**config.mk**
```make
export PLATFORM = sky130hd
export DESIGN_NAME = seq_divider_flat
export DESIGN_NICKNAME = d
export VERILOG_FILES = /design/src/rtl/div_pkg.sv /design/src/rtl/seq_divider_if.sv /design/src/rtl/div_restore_step.sv /design/src/rtl/seq_divider.sv /design/src/flat_wrapper.sv
export SDC_FILE = /design/constraint.sdc
export NUM_CORES = 1
export LEC_CHECK = 0
export ABC_AREA = 0
export BUFFER_PORTS_ARGS = -buffer_cell sky130_fd_sc_hd__clkbuf_2
export CORE_MARGIN = 3
export CORE_UTILIZATION = 45
export DETAILED_ROUTE_END_ITERATION = 10
export GPL_ROUTABILITY_DRIVEN = 0
export PLACE_DENSITY_LB_ADDON = 0.3
export SLEW_MARGIN = 0
export SYNTH_ARGS = -nofsm -noshare
export SYNTH_HDL_FRONTEND = slang
export SYNTH_SLANG_ARGS = --single-unit
```
**constraint.sdc**
```tcl
create_clock -name clk -period 5.25 [get_ports clk]
set_input_delay 1.05 -clock clk [delete_from_list [all_inputs] [get_ports clk]]
set_output_delay 1.05 -clock clk [all_outputs]
set_load 0.05 [all_outputs]
```
**src/rtl/div_pkg.sv**
```systemverilog
// Shared definitions for the sequential signed divider: default width and FSM encoding.
package div_pkg;

    localparam int DIV_WIDTH = 32;

    typedef enum logic [1:0] {
        ST_IDLE   = 2'd0,
        ST_RUN    = 2'd1,
        ST_FINISH = 2'd2
    } div_state_t;

endpackage

```
**src/rtl/seq_divider_if.sv**
```systemverilog
// Start/busy/done handshake and operand/result bus of the sequential divider.
interface seq_divider_if
    import div_pkg::*;
#(
    parameter int WIDTH = DIV_WIDTH
);

    logic             start;
    logic [WIDTH-1:0] dividend;
    logic [WIDTH-1:0] divisor;
    logic             busy;
    logic             done;
    logic [WIDTH-1:0] quotient;
    logic [WIDTH-1:0] remainder;
    logic             div_by_zero;

    modport master (
        output start, dividend, divisor,
        input  busy, done, quotient, remainder, div_by_zero
    );

    modport slave (
        input  start, dividend, divisor,
        output busy, done, quotient, remainder, div_by_zero
    );

endinterface

```
**src/rtl/div_restore_step.sv**
```systemverilog
// One combinational restoring-division iteration on unsigned magnitudes.
module div_restore_step
    import div_pkg::*;
#(
    parameter int WIDTH = DIV_WIDTH
) (
    input  logic [WIDTH-1:0] rem_in,
    input  logic             dvd_bit,
    input  logic [WIDTH-1:0] dvs_mag,
    output logic [WIDTH-1:0] rem_out,
    output logic             q_bit
);

    logic [WIDTH:0] rem_sh;
    logic [WIDTH:0] diff;

    // dvs_mag never exceeds 2^(WIDTH-1), so a negative trial difference always sets the top bit.
    always_comb begin
        rem_sh  = {rem_in, dvd_bit};
        diff    = rem_sh - {1'b0, dvs_mag};
        q_bit   = ~diff[WIDTH];
        rem_out = q_bit ? diff[WIDTH-1:0] : rem_sh[WIDTH-1:0];
    end

endmodule

```
**src/rtl/seq_divider.sv**
```systemverilog
// Sequential signed restoring divider, one quotient bit per cycle, results held until the next start.
//
// state     | meaning
// ST_IDLE   | waiting for start; outputs hold the last result
// ST_RUN    | WIDTH shift/subtract steps, MSB of the dividend first
// ST_FINISH | apply signs, register results, pulse done on the way to IDLE
module seq_divider
    import div_pkg::*;
#(
    parameter int WIDTH = DIV_WIDTH
) (
    input  logic         clk,
    input  logic         reset,
    seq_divider_if.slave bus
);

    localparam int CW = $clog2(WIDTH);

    div_state_t       state;
    div_state_t       state_nxt;
    logic [CW-1:0]    count;
    logic [WIDTH-1:0] acc;
    logic [WIDTH-1:0] rem;
    logic [WIDTH-1:0] dvs_mag;
    logic             sign_q;
    logic             sign_r;
    logic             dz;

    logic [WIDTH-1:0] quotient_r;
    logic [WIDTH-1:0] remainder_r;
    logic             div_by_zero_r;
    logic             done_r;

    logic [WIDTH-1:0] dvd_abs;
    logic [WIDTH-1:0] dvs_abs;
    logic [WIDTH-1:0] rem_nxt;
    logic             q_bit;
    logic             start_ok;
    logic             divisor_zero;
    logic             last_step;

    always_comb begin
        dvd_abs      = bus.dividend[WIDTH-1] ? -bus.dividend : bus.dividend;
        dvs_abs      = bus.divisor[WIDTH-1]  ? -bus.divisor  : bus.divisor;
        divisor_zero = (bus.divisor == '0);
        start_ok     = bus.start && (state == ST_IDLE);
        last_step    = (count == CW'(WIDTH - 1));
    end

    div_restore_step #(.WIDTH(WIDTH)) u_step (
        .rem_in  (rem),
        .dvd_bit (acc[WIDTH-1]),
        .dvs_mag (dvs_mag),
        .rem_out (rem_nxt),
        .q_bit   (q_bit)
    );

    always_ff @(posedge clk or posedge reset) begin
        if (reset) begin
            state <= ST_IDLE;
        end else begin
            state <= state_nxt;
        end
    end

    always_comb begin
        state_nxt = state;
        case (state)
            ST_IDLE: begin
                if (start_ok) begin
                    state_nxt = divisor_zero ? ST_FINISH : ST_RUN;
                end
            end
            ST_RUN: begin
                if (last_step) begin
                    state_nxt = ST_FINISH;
                end
            end
            ST_FINISH: state_nxt = ST_IDLE;
            default:   state_nxt = ST_IDLE;
        endcase
    end

    always_comb begin
        bus.busy        = (state != ST_IDLE);
        bus.done        = done_r;
        bus.quotient    = quotient_r;
        bus.remainder   = remainder_r;
        bus.div_by_zero = div_by_zero_r;
    end

    // acc starts as |dividend| and shifts left each step, so it ends up holding |quotient|.
    always_ff @(posedge clk or posedge reset) begin
        if (reset) begin
            count         <= '0;
            acc           <= '0;
            rem           <= '0;
            dvs_mag       <= '0;
            sign_q        <= 1'b0;
            sign_r        <= 1'b0;
            dz            <= 1'b0;
            quotient_r    <= '0;
            remainder_r   <= '0;
            div_by_zero_r <= 1'b0;
            done_r        <= 1'b0;
        end else begin
            done_r <= 1'b0;
            case (state)
                ST_IDLE: begin
                    if (start_ok) begin
                        sign_q  <= bus.dividend[WIDTH-1] ^ bus.divisor[WIDTH-1];
                        sign_r  <= bus.dividend[WIDTH-1];
                        acc     <= dvd_abs;
                        dvs_mag <= dvs_abs;
                        rem     <= '0;
                        count   <= '0;
                        dz      <= divisor_zero;
                    end
                end
                ST_RUN: begin
                    acc   <= {acc[WIDTH-2:0], q_bit};
                    rem   <= rem_nxt;
                    count <= count + CW'(1);
                end
                ST_FINISH: begin
                    done_r        <= 1'b1;
                    div_by_zero_r <= dz;
                    if (dz) begin
                        // acc was never shifted, so it still holds |dividend|.
                        quotient_r  <= '1;
                        remainder_r <= sign_r ? -acc : acc;
                    end else begin
                        quotient_r  <= sign_q ? -acc : acc;
                        remainder_r <= sign_r ? -rem : rem;
                    end
                end
                default: ;
            endcase
        end
    end

endmodule

```
**src/flat_wrapper.sv**
```systemverilog
// flat-port wrapper written by rule: the top's interface ports become plain ports
module seq_divider_flat import div_pkg::*;
#(
    parameter int WIDTH = DIV_WIDTH
)
  (clk, reset, bus_start, bus_dividend, bus_divisor, bus_busy, bus_done, bus_quotient, bus_remainder, bus_div_by_zero);
  seq_divider_if #(.WIDTH(WIDTH)) bus_i ();
  input  logic clk;
  input  logic reset;
  input wire logic [$bits(bus_i.start)-1:0] bus_start;
  input wire logic [$bits(bus_i.dividend)-1:0] bus_dividend;
  input wire logic [$bits(bus_i.divisor)-1:0] bus_divisor;
  output wire logic [$bits(bus_i.busy)-1:0] bus_busy;
  output wire logic [$bits(bus_i.done)-1:0] bus_done;
  output wire logic [$bits(bus_i.quotient)-1:0] bus_quotient;
  output wire logic [$bits(bus_i.remainder)-1:0] bus_remainder;
  output wire logic [$bits(bus_i.div_by_zero)-1:0] bus_div_by_zero;
  assign bus_i.start = bus_start;
  assign bus_i.dividend = bus_dividend;
  assign bus_i.divisor = bus_divisor;
  assign bus_busy = bus_i.busy;
  assign bus_done = bus_i.done;
  assign bus_quotient = bus_i.quotient;
  assign bus_remainder = bus_i.remainder;
  assign bus_div_by_zero = bus_i.div_by_zero;
  seq_divider #(.WIDTH(WIDTH)) u_core (.clk(clk), .reset(reset), .bus(bus_i));
endmodule
```
==> impl_metrics.py, run 1 <==
metrics = {
    "setup_path": {
        "regToRegSetupSlack_ns": 1.41,
        "worstSetupStartpoint": "u_core.acc[31]",
        "critical_path.max_fanout": 19,
        "path_delay_family": "compound AO/OA/AOI/OAI gates",
        "worstSetupEndpoint": "u_core.rem[29]",
        "rr_endpoint": "u_core.rem[29]",
        "cp_cell_sequence": "inv_1, ha_1, fa_1, nor2b_1, o31ai_1, a21oi_1, a31o_2, a211o_1, nand3_1, nand2_1, a211oi_1, a311o_1",
        "r2r_cells": 12,
        "start_kind": "register",
        "reg2reg_from": "u_core.acc[31]",
        "max_stage_delay_ns": 0.57,
        "end_kind": "register",
        "worstPathArrival_ns": 4.15,
        "critPathKind": "reg2reg",
        "crit_cells": 12,
        "critPathBufInv": 1,
        "cp.required_ns": 5.56,
        "critPathSlowestCell": "nand3_1",
    },
    "power_and_ir_drop": {
        "p_leak_uw": 0.00599,
        "total_power_uw": 9420,
        "ir_drop_mv": 0.298,
        "p_per_area_mw_per_mm2": 714,
    },
    "logic_synthesis": {
        "yosysMostFrequentCell": "nand2_1",
        "synth_flop_cell": "dfrtp_1",
        "synth_xor_area_share_pct": 12.5,
        "synthMuxAreaShare_pct": 2.07,
        "synthCells": 1410,
        "synth.distinct_cells": 73,
        "synth_top_family_by_area": "compound AO/OA/AOI/OAI gates",
        "synthesis.nets": 1516,
        "syn_area_mm2": 0.0118,
        "async_flop_share_pct": 100,
        "ys_ff_latch": 172,
        "synth_top_cells_by_area": "dfrtp_1 36%, xor2_1 8.1%, o21ai_0 7.8%",
        "syn_area_per_cell_um2": 8.37,
        "yosysSeqAreaShare_pct": 36.5,
        "synth-compound-area-share_pct": 22.3,
        "synth-adder-area-share_pct": 4.20,
        "yosys.area_share.simple_pct": 17.7,
        "yosysTopAreaCellShare_pct": 36.5,
        "synthTopCellsByCount": "191 x nand2_1, 184 x o21ai_0, 172 x dfrtp_1",
        "yosys.area.top_type": "dfrtp_1",
        "synth_edf_count": 0,
        "yosysWarnings": 0,
    },
    "placement": {
        "io_buffers": 133,
        "post-place-ws_ns": 1.48,
        "dp_hpwl_um": 22500,
    },
    "floorplan": {
        "rows": 58,
        "initial_core_util_pct": 46.3,
        "coreArea_mm2": 0.0255,
        "io_pins": 134,
        "die_h_um": 168,
        "die_area_mm2": 0.0282,
        "dieWidth_um": 168,
    },
    "sta": {
        "rsz0062_at_grt": "no",
        "fin_skew_ns": 0.0115,
        "fin_ws_ns": 1.41,
        "fin_tns_setup_ns": 0,
        "whs_ns": 0.480,
        "worst_pin_slew_ns": 1.13,
        "post-route-min-period_ns": 3.84,
        "slew_violations": 0,
        "slew_headroom_pct": 25.0,
        "setup_viol": 0,
        "hold_violations": 0,
        "min_period_over_period_pct": 73.1,
        "max_freq_mhz": 260,
    },
    "grt": {
        "grt_max_degree": 173,
        "grt_pass1_vias": 10100,
        "grt_first_pass_wirelength_um": 52300,
        "grt_usage_pct": 22.3,
        "grt_overflow_total": 0,
        "antenna_found_initial": 0,
    },
    "clock_tree": {
        "cts_made_buffers": 17,
        "clk_transition_reported_paths_ns": 0.07,
        "holdBufCountCts": 0,
        "clock_path_buffers": 2,
        "cts_root_buf": "clkbuf_16",
        "post_cts_buffers": 0,
        "clock_latency_ns": 0.43,
        "htreeDepth": 4,
        "cts_resized": 0,
        "tritoncts": "done",
        "cts_sinks": 172,
    },
    "finish": {
        "drive_gt1_share_pct": 13.8,
        "diodes": 0,
        "fin_util_pct": 51.8,
        "syn_to_final_growth_pct": 11.8,
        "final_nets": 1583,
        "fill_cells": 2381,
    },
    "flow_run": {
        "cap_violations": 0,
    },
    "route": {
        "vias_per_cell": 5.73,
        "first_pass_iters": 5,
        "wirelength_um": 31700,
        "num_vias": 10400,
        "drtAntennaViolNets": 0,
        "drc": 0,
        "post_drt_wl_per_cell_um": 17.4,
        "drt_first_iter_violations": 862,
    },
    "hold_path": {
        "min-delay-start": "u_core.dvs_mag[6]",
        "hp-class": "reg2reg",
    },
    "outcome": {
        "run_status": "finished clean",
    },
}
sequential cells by signal, indices dropped and copies added, names as in the netlist:
| name | cells |
|---|---|
| u_core.acc | 32 |
| u_core.bus.quotient | 32 |
| u_core.bus.remainder | 32 |
| u_core.dvs_mag | 32 |
| u_core.rem | 32 |
| u_core.count | 5 |
| u_core.state | 2 |
| u_core.bus.div_by_zero | 1 |
| u_core.bus.done | 1 |
| u_core.dz | 1 |
| u_core.sign_q | 1 |
| u_core.sign_r | 1 |
cell type report:
| type | count | area, um2 | area share [%] |
|---|---|---|---|
| sequential | 172 | 4310 | 32.6 |
| timing repair buffer | 142 | 746 | 5.65 |
| clock inverter | 12 | 116 | 0.882 |
| tap | 330 | 413 | 3.13 |
| multi-input combinational | 1093 | 6970 | 52.8 |
| inverter | 51 | 195 | 1.48 |
| clock buffer | 19 | 453 | 3.43 |
layer usage:
metal / up-vias / global-route usage [%] / wire length, um
met3: 39 / 2.70 / 1290
met2: 250 / 36.9 / 15400
met1: 5021 / 31.1 / 14400
met5: - / 0 / 0
li1: 5118 / - / -
met4: 0 / 6.40 / 633
worst min-delay path, cell delays in order (launching register included):
cell and delay (ns):
dfrtp_1 0.34, nand2_1 0.04, o21ai_0 0.06
kinds of logic (layout without fill, tap and decap cells):
kind of cell,after synthesis,after routing
mux,23,23
flops,172,172
fa+ha+maj,39,39
simple gates,428,428
compound gates,434,434
xor+xnor,169,169
buf+inv,145,224
worst min path at each step:
stage                              end  cells past startpoint
6_report             u_core.dvs_mag[6]                      2
5_1_grt                u_core.count[3]                      1
4_1_cts              u_core.dvs_mag[6]                      2
3_5_place_dp        u_core.dvs_mag[30]                      2
3_3_place_gp   u_core.bus.remainder[5]                      2
2_1_floorplan          u_core.count[3]                      1
power breakdown:
group / internal, uW / switching [uW]
Combinational: 2240 / 3290
Clock: 680 / 563
Sequential: 1860 / 791
layout by cell type (no fill, tap or decap), types with 32 or more instances in the layout:
cell type / count
xor2_1: 109
xnor2_1: 60
nand2_1: 190
clkbuf_2: 133
inv_1: 49
nand3_1: 37
nor2_1: 63
o21ai_0: 184
ha_1: 38
dfrtp_1: 171
a22oi_1: 32
a21oi_1: 82
metrics by stage:
step	cell area, um2	std cells
after CTS	13200	1819
after floorplan	11800	1410
after detailed placement	12600	1788
final	13200	1819
after global placement	12600	1788
after global routing	13200	1819
(Power assumes the default switching activity.)
==> inputs of run 2 (changes only) <==
Clock period 5.25 ns to 3.7 ns, I/O delays scaled along.
==> run 2 against run 1 <==
  * Sequential power up 38%
  * Worst setup slack worse by 0.97 ns
  * Global-route usage up 0.23 points
  * Register-to-register slack worse by 0.97 ns
  * Worst hold slack worse by 0.096 ns
  * Routed wire length up 2.1%
  * Sequential share of layout area down 0.46 points
  * Clock skew up 0.0014 ns
  * Utilization up 0.74 points
  * Fmax up 18%
  * Non-clock buffer count up 18
  * Die area unchanged
==> impl_metrics.py, run 2 (same netlist as run 1, synthesis figures left out) <==
metrics = {
    "power_and_ir_drop": {
        "power.share.combinational_pct": 59.7,
        "seqPwrFrac_pct": 26.7,
        "p_sw_uw": 6720,
        "p_clk_share_pct": 13.6,
        "p_leak_uw": 0.00612,
        "p_int_uw": 6990,
        "p_per_area_mw_per_mm2": 1020,
        "swShare_pct": 49.0,
        "ir_drop_mv": 0.475,
    },
    "finish": {
        "final_cell_mix": "190 x nand2_1, 184 x o21ai_0, 171 x dfrtp_1, 133 x clkbuf_2, 109 x xor2_1",
        "final_common_cell": "nand2_1",
        "syn_to_final_growth_pct": 13.4,
        "drive_gt1_share_pct": 14.9,
        "diodes": 0,
        "final_nets": 1601,
    },
    "outcome": {
        "run_status": "finished clean",
    },
    "setup_path": {
        "cp.required_ns": 4.05,
        "critical_path.max_fanout": 15,
        "critPathKind": "reg2reg",
        "worstPathArrival_ns": 3.60,
        "cp_cell_sequence": "inv_1, ha_1, fa_1, nor2b_1, o31ai_1, a21oi_1, a31o_2, a211o_1, and3_1, buf_4, nand2_1, o21a_1, o21ai_0",
        "critPathBufInv": 2,
        "start_kind": "register",
        "path_delay_family": "compound AO/OA/AOI/OAI gates",
        "critPathSlowestCell": "and3_1",
        "end_kind": "register",
        "max_stage_delay_ns": 0.56,
    },
    "grt": {
        "gr-usage-met1_pct": 30.7,
        "grt_use_met2_pct": 36.1,
        "grt_usage_pct": 22.6,
        "antenna_found_initial": 0,
        "grt_max_degree": 71,
        "busiest_layer": "met2",
        "grtUsageMet3_pct": 3.31,
        "grt_pass1_vias": 10200,
        "grt_first_pass_wirelength_um": 52500,
        "grt_overflow_total": 0,
    },
    "floorplan": {
        "die_area_mm2": 0.0282,
        "rows": 58,
        "dieWidth_um": 168,
        "io_pins": 134,
        "die_h_um": 168,
        "coreArea_mm2": 0.0255,
        "initial_core_util_pct": 46.3,
    },
    "sta": {
        "rsz0062_at_grt": "no",
        "fin_tns_setup_ns": 0,
        "hold_violations": 0,
        "post-route-min-period_ns": 3.26,
        "min_period_over_period_pct": 88.0,
        "slew_violations": 0,
        "fin_skew_ns": 0.0129,
        "whs_ns": 0.384,
        "max_freq_mhz": 307,
        "slew_headroom_pct": 27.4,
        "worst_pin_slew_ns": 1.09,
        "setup_viol": 0,
    },
    "clock_tree": {
        "cts_resized": 0,
        "clock_path_buffers": 2,
        "clock_latency_ns": 0.44,
        "cts_sinks": 172,
        "cts_root_buf": "clkbuf_16",
        "tritoncts": "done",
        "htreeDepth": 4,
        "clk_transition_reported_paths_ns": 0.07,
        "cts_made_buffers": 17,
        "post_cts_buffers": 0,
        "holdBufCountCts": 0,
    },
    "route": {
        "wirelength_um": 32400,
        "post_drt_wl_per_cell_um": 17.6,
        "drt_first_iter_violations": 885,
        "drc": 0,
        "vias_per_cell": 5.79,
        "num_vias": 10700,
        "first_pass_iters": 5,
        "drtAntennaViolNets": 0,
    },
    "hold_path": {
        "hp-class": "in2async",
    },
    "placement": {
        "dp_hpwl_um": 23600,
        "io_buffers": 133,
    },
    "flow_run": {
        "cap_violations": 0,
    },
}
-- run 2: final timing paths --
check / end / cells after the start / slack [ns] / start
max reg2reg: u_core.rem[19] / 13 / 0.44 / u_core.acc[31]
max in group asynchronous: u_core.sign_r / 3 / 2.43 / reset
min reg2reg: u_core.dvs_mag[12] / 2 / 0.48 / u_core.dvs_mag[12]
max: u_core.rem[19] / 13 / 0.44 / u_core.acc[31]
min: u_core.dvs_mag[9] / 2 / 0.38 / reset
min in group clk: u_core.dvs_mag[12] / 2 / 0.48 / u_core.dvs_mag[12]
-- run 2: worst reg2reg max path: cells and delay by family, from the launching register on --
family          cells  cell delay, ns
compound gates      6            0.97
simple gates        3            0.82
fa+ha+maj           2            0.62
buf+inv             2            0.38
flops               1            0.36
-- run 2: final cells by class --
cell class / instances / area (um2)
clock buffer: 17 / 425
timing repair buffer: 160 / 906
sequential: 172 / 4310
multi-input combinational: 1093 / 6970
inverter: 51 / 195
clock inverter: 15 / 173
fill: 2335 / 12100
tap: 330 / 413
-- run 2: power groups by stage --
stage          sequential, uW  combinational, uW  clock (uW)
2_1_floorplan            3670               6020           0
5_1_grt                  3770               9130        1970
4_1_cts                  3640               8140        1900
3_3_place_gp             3660               7970           0
3_5_place_dp             3670               8110           0
6_report                 3660               8190        1870
-- run 2: routing by layer --
layer	part of all wire, %	vias to the layer above
met2	47	342
met3	5.0	71
met1	44	5078
li1	-	5159
met4	3.8	0
met5	0	-
-- run 2: metrics by stage --
stage / instances / setup slack (ns) / cell area (um2) / utilization [%] / total power (uW)
after floorplan: 1410 / 0.707 / 11800 / - / 9680
after global placement: 1806 / 0.362 / 12800 / 50.2 / 11600
after detailed placement: 1806 / 0.250 / 12800 / 50.2 / 11800
after CTS: 1838 / 0.428 / 13400 / 52.6 / 13700
after global routing: 1838 / 0.134 / 13400 / 52.6 / 14900
final: 1838 / 0.445 / 13400 / 52.6 / 13700
==> inputs of run 3 (changes only) <==
Settings changed: CELL_PAD_IN_SITES_DETAIL_PLACEMENT set to 1, CELL_PAD_IN_SITES_GLOBAL_PLACEMENT set to 2, CORE_UTILIZATION 45 to 36, RECOVER_POWER set to 50.
==> run 3 against run 2 <==
  * The flow now finishes with violations (max-capacitance violations, max-slew violations)
  * Sequential share of layout area fell by 0.19 points
  * Flip-flop and latch count is the same
  * Clock power rose by 8%
  * Global-route usage down 1.2 points
  * Via count about the same
  * Worst hold slack lost 0.029 ns
  * Power grew 2.8%
  * Routed wire length increased by 15%
  * Sequential power barely moved
  * Count of clock-buffer cells in the layout grew 2
  * Worst setup slack got worse by 0.082 ns
  * First-iteration DRC count is 31% lower
  * Critical path type unchanged
  * Critical endpoint is now u_core.bus.remainder[18]
  * Largest cell class unchanged
  * Largest power group unchanged
==> impl_metrics.py, run 3 (same netlist as run 1, synthesis figures left out) <==
metrics = {
    "grt": {
        "grt_pass1_vias": 11100,
        "busiest_layer": "met2",
        "grt_overflow_total": 0,
        "grt_use_met2_pct": 36.2,
        "gr-usage-met1_pct": 29.2,
        "grt_usage_pct": 21.4,
        "antenna_found_initial": 0,
        "grt_max_degree": 60,
        "grt_first_pass_wirelength_um": 60900,
        "grtUsageMet3_pct": 2.46,
    },
    "setup_path": {
        "cp_cell_sequence": "inv_1, ha_1, or3b_1, nor3_2, nand2_1, or2_2, or3_1, o31ai_1, xnor2_1, mux2i_1, o21ai_1",
        "critPathSlowestCell": "or3b_1",
        "rr_endpoint": "u_core.bus.remainder[18]",
        "start_kind": "register",
        "regToRegSetupSlack_ns": 0.36,
        "worstSetupEndpoint": "u_core.bus.remainder[18]",
        "r2r_cells": 11,
        "cp.required_ns": 3.94,
        "critPathKind": "reg2reg",
        "worstPathArrival_ns": 3.57,
        "reg2reg_from": "u_core.acc[0]",
        "critical_path.max_fanout": 5,
        "end_kind": "register",
        "worstSetupStartpoint": "u_core.acc[0]",
        "max_stage_delay_ns": 0.45,
    },
    "sta": {
        "fin_skew_ns": 0.0119,
        "setup_viol": 0,
        "rsz0062_at_grt": "no",
        "fin_tns_setup_ns": 0,
        "hold_violations": 0,
        "min_period_over_period_pct": 90.2,
        "worst_pin_slew_ns": 2.35,
        "whs_ns": 0.355,
        "slew_headroom_pct": -56.4,
        "max_freq_mhz": 300,
        "post-route-min-period_ns": 3.34,
        "slew_violations": 227,
    },
    "clock_tree": {
        "htreeDepth": 4,
        "cts_resized": 0,
        "clock_path_buffers": 2,
        "clock_latency_ns": 0.44,
        "holdBufCountCts": 0,
        "clk_transition_reported_paths_ns": 0.07,
        "tritoncts": "done",
        "cts_made_buffers": 17,
        "post_cts_buffers": 0,
        "cts_root_buf": "clkbuf_16",
        "cts_sinks": 172,
    },
    "route": {
        "post_drt_wl_per_cell_um": 19.2,
        "wirelength_um": 37300,
        "vias_per_cell": 5.49,
        "drc": 0,
        "first_pass_iters": 5,
        "num_vias": 10700,
        "drt_first_iter_violations": 610,
        "drtAntennaViolNets": 0,
    },
    "power_and_ir_drop": {
        "power.share.combinational_pct": 59.5,
        "swShare_pct": 49.2,
        "p_leak_uw": 0.00601,
        "p_int_uw": 7160,
        "p_sw_uw": 6940,
        "seqPwrFrac_pct": 26.2,
        "p_per_area_mw_per_mm2": 1050,
        "ir_drop_mv": 0.421,
        "p_clk_share_pct": 14.3,
    },
    "floorplan": {
        "io_pins": 134,
        "initial_core_util_pct": 36.9,
        "die_h_um": 187,
        "die_area_mm2": 0.0350,
        "rows": 65,
        "dieWidth_um": 187,
        "coreArea_mm2": 0.0320,
    },
    "finish": {
        "fill_cells": 3822,
        "diodes": 0,
        "syn_to_final_growth_pct": 14.1,
        "final_cell_mix": "191 x nand2_1, 184 x o21ai_0, 171 x dfrtp_1, 116 x clkbuf_2, 109 x xor2_1",
        "final_nets": 1599,
        "final_common_cell": "nand2_1",
        "drive_gt1_share_pct": 13.0,
    },
    "placement": {
        "io_buffers": 133,
        "dp_hpwl_um": 27600,
    },
    "hold_path": {
        "hp-class": "in2async",
    },
    "outcome": {
        "violations": "max-capacitance violations, max-slew violations",
        "run_status": "complete, but fails checks",
    },
    "flow_run": {
        "cap_violations": 5,
    },
}
## run 3: cell count changes in the layout (fill, tap and decap cells not counted), moves of 2 or more
cell | before | now
inv_6 | 7 | 3
clkbuf_2 | 133 | 116
clkinv_4 | 0 | 2
clkbuf_1 | 0 | 24
clkinv_2 | 2 | 0
bufinv_16 | 2 | 4
inv_8 | 3 | 0
clkbuf_8 | 0 | 2
buf_4 | 24 | 16
## run 3: stage by stage
stage / cells / cell area (um2) / worst slack [ns] / utilization (%) / power [uW]
CTS: 1940 / 13600 / 0.433 / 42.5 / 14200
global placement: 1909 / 12900 / 0.304 / 40.5 / 11900
global route: 1940 / 13500 / 0.110 / 42.1 / 15300
detailed placement: 1909 / 12900 / 0.105 / 40.5 / 12100
finish: 1940 / 13500 / 0.363 / 42.1 / 14100
floorplan: 1410 / 11800 / 0.707 / - / 9680
## run 3: power groups by stage
stage	Combinational, uW	Clock, uW	Sequential [uW]
after floorplan	6020	0	3670
after global placement	8250	0	3690
after detailed placement	8420	0	3710
after CTS	8470	2050	3690
after global routing	9390	2130	3820
final	8390	2020	3690
## run 3: routing by layer
metal / routed length (um) / up-vias
li1: - / 5147
met1: 17800 / 5359
met2: 18200 / 124
met3: 763 / 29
met4: 511 / 0
met5: 0 / -
## run 3: area by class of cell
class	count	area, um2	share of cell area [%]
Clock buffer	19	453	3.36
Clock inverter	12	186	1.38
Inverter	51	193	1.43
Multi-Input combinational cell	1093	6950	51.6
Sequential cell	172	4310	32.0
Tap cell	435	544	4.04
Timing Repair Buffer	158	831	6.17
## run 3: worst min-delay path by stage
stage,startpoint,end,cells after the start,slack [ns]
after detailed placement,u_core.dvs_mag[23],u_core.dvs_mag[23],2,0.47
after floorplan,u_core.count[3],u_core.count[3],1,0.45
after CTS,reset,u_core.dvs_mag[13],2,0.30
final,reset,u_core.dvs_mag[13],2,0.36
after global placement,u_core.bus.quotient[0],u_core.bus.quotient[0],2,0.45
after global routing,reset,u_core.dvs_mag[15],2,0.39
## run 3: critical path: cells and delay by family (launching register included)
family,cells,cell delay (ns)
xor+xnor,1,0.13
flops,1,0.39
mux,1,0.17
compound gates,2,0.34
buf+inv,1,0.08
simple gates,5,1.82
fa+ha+maj,1,0.19
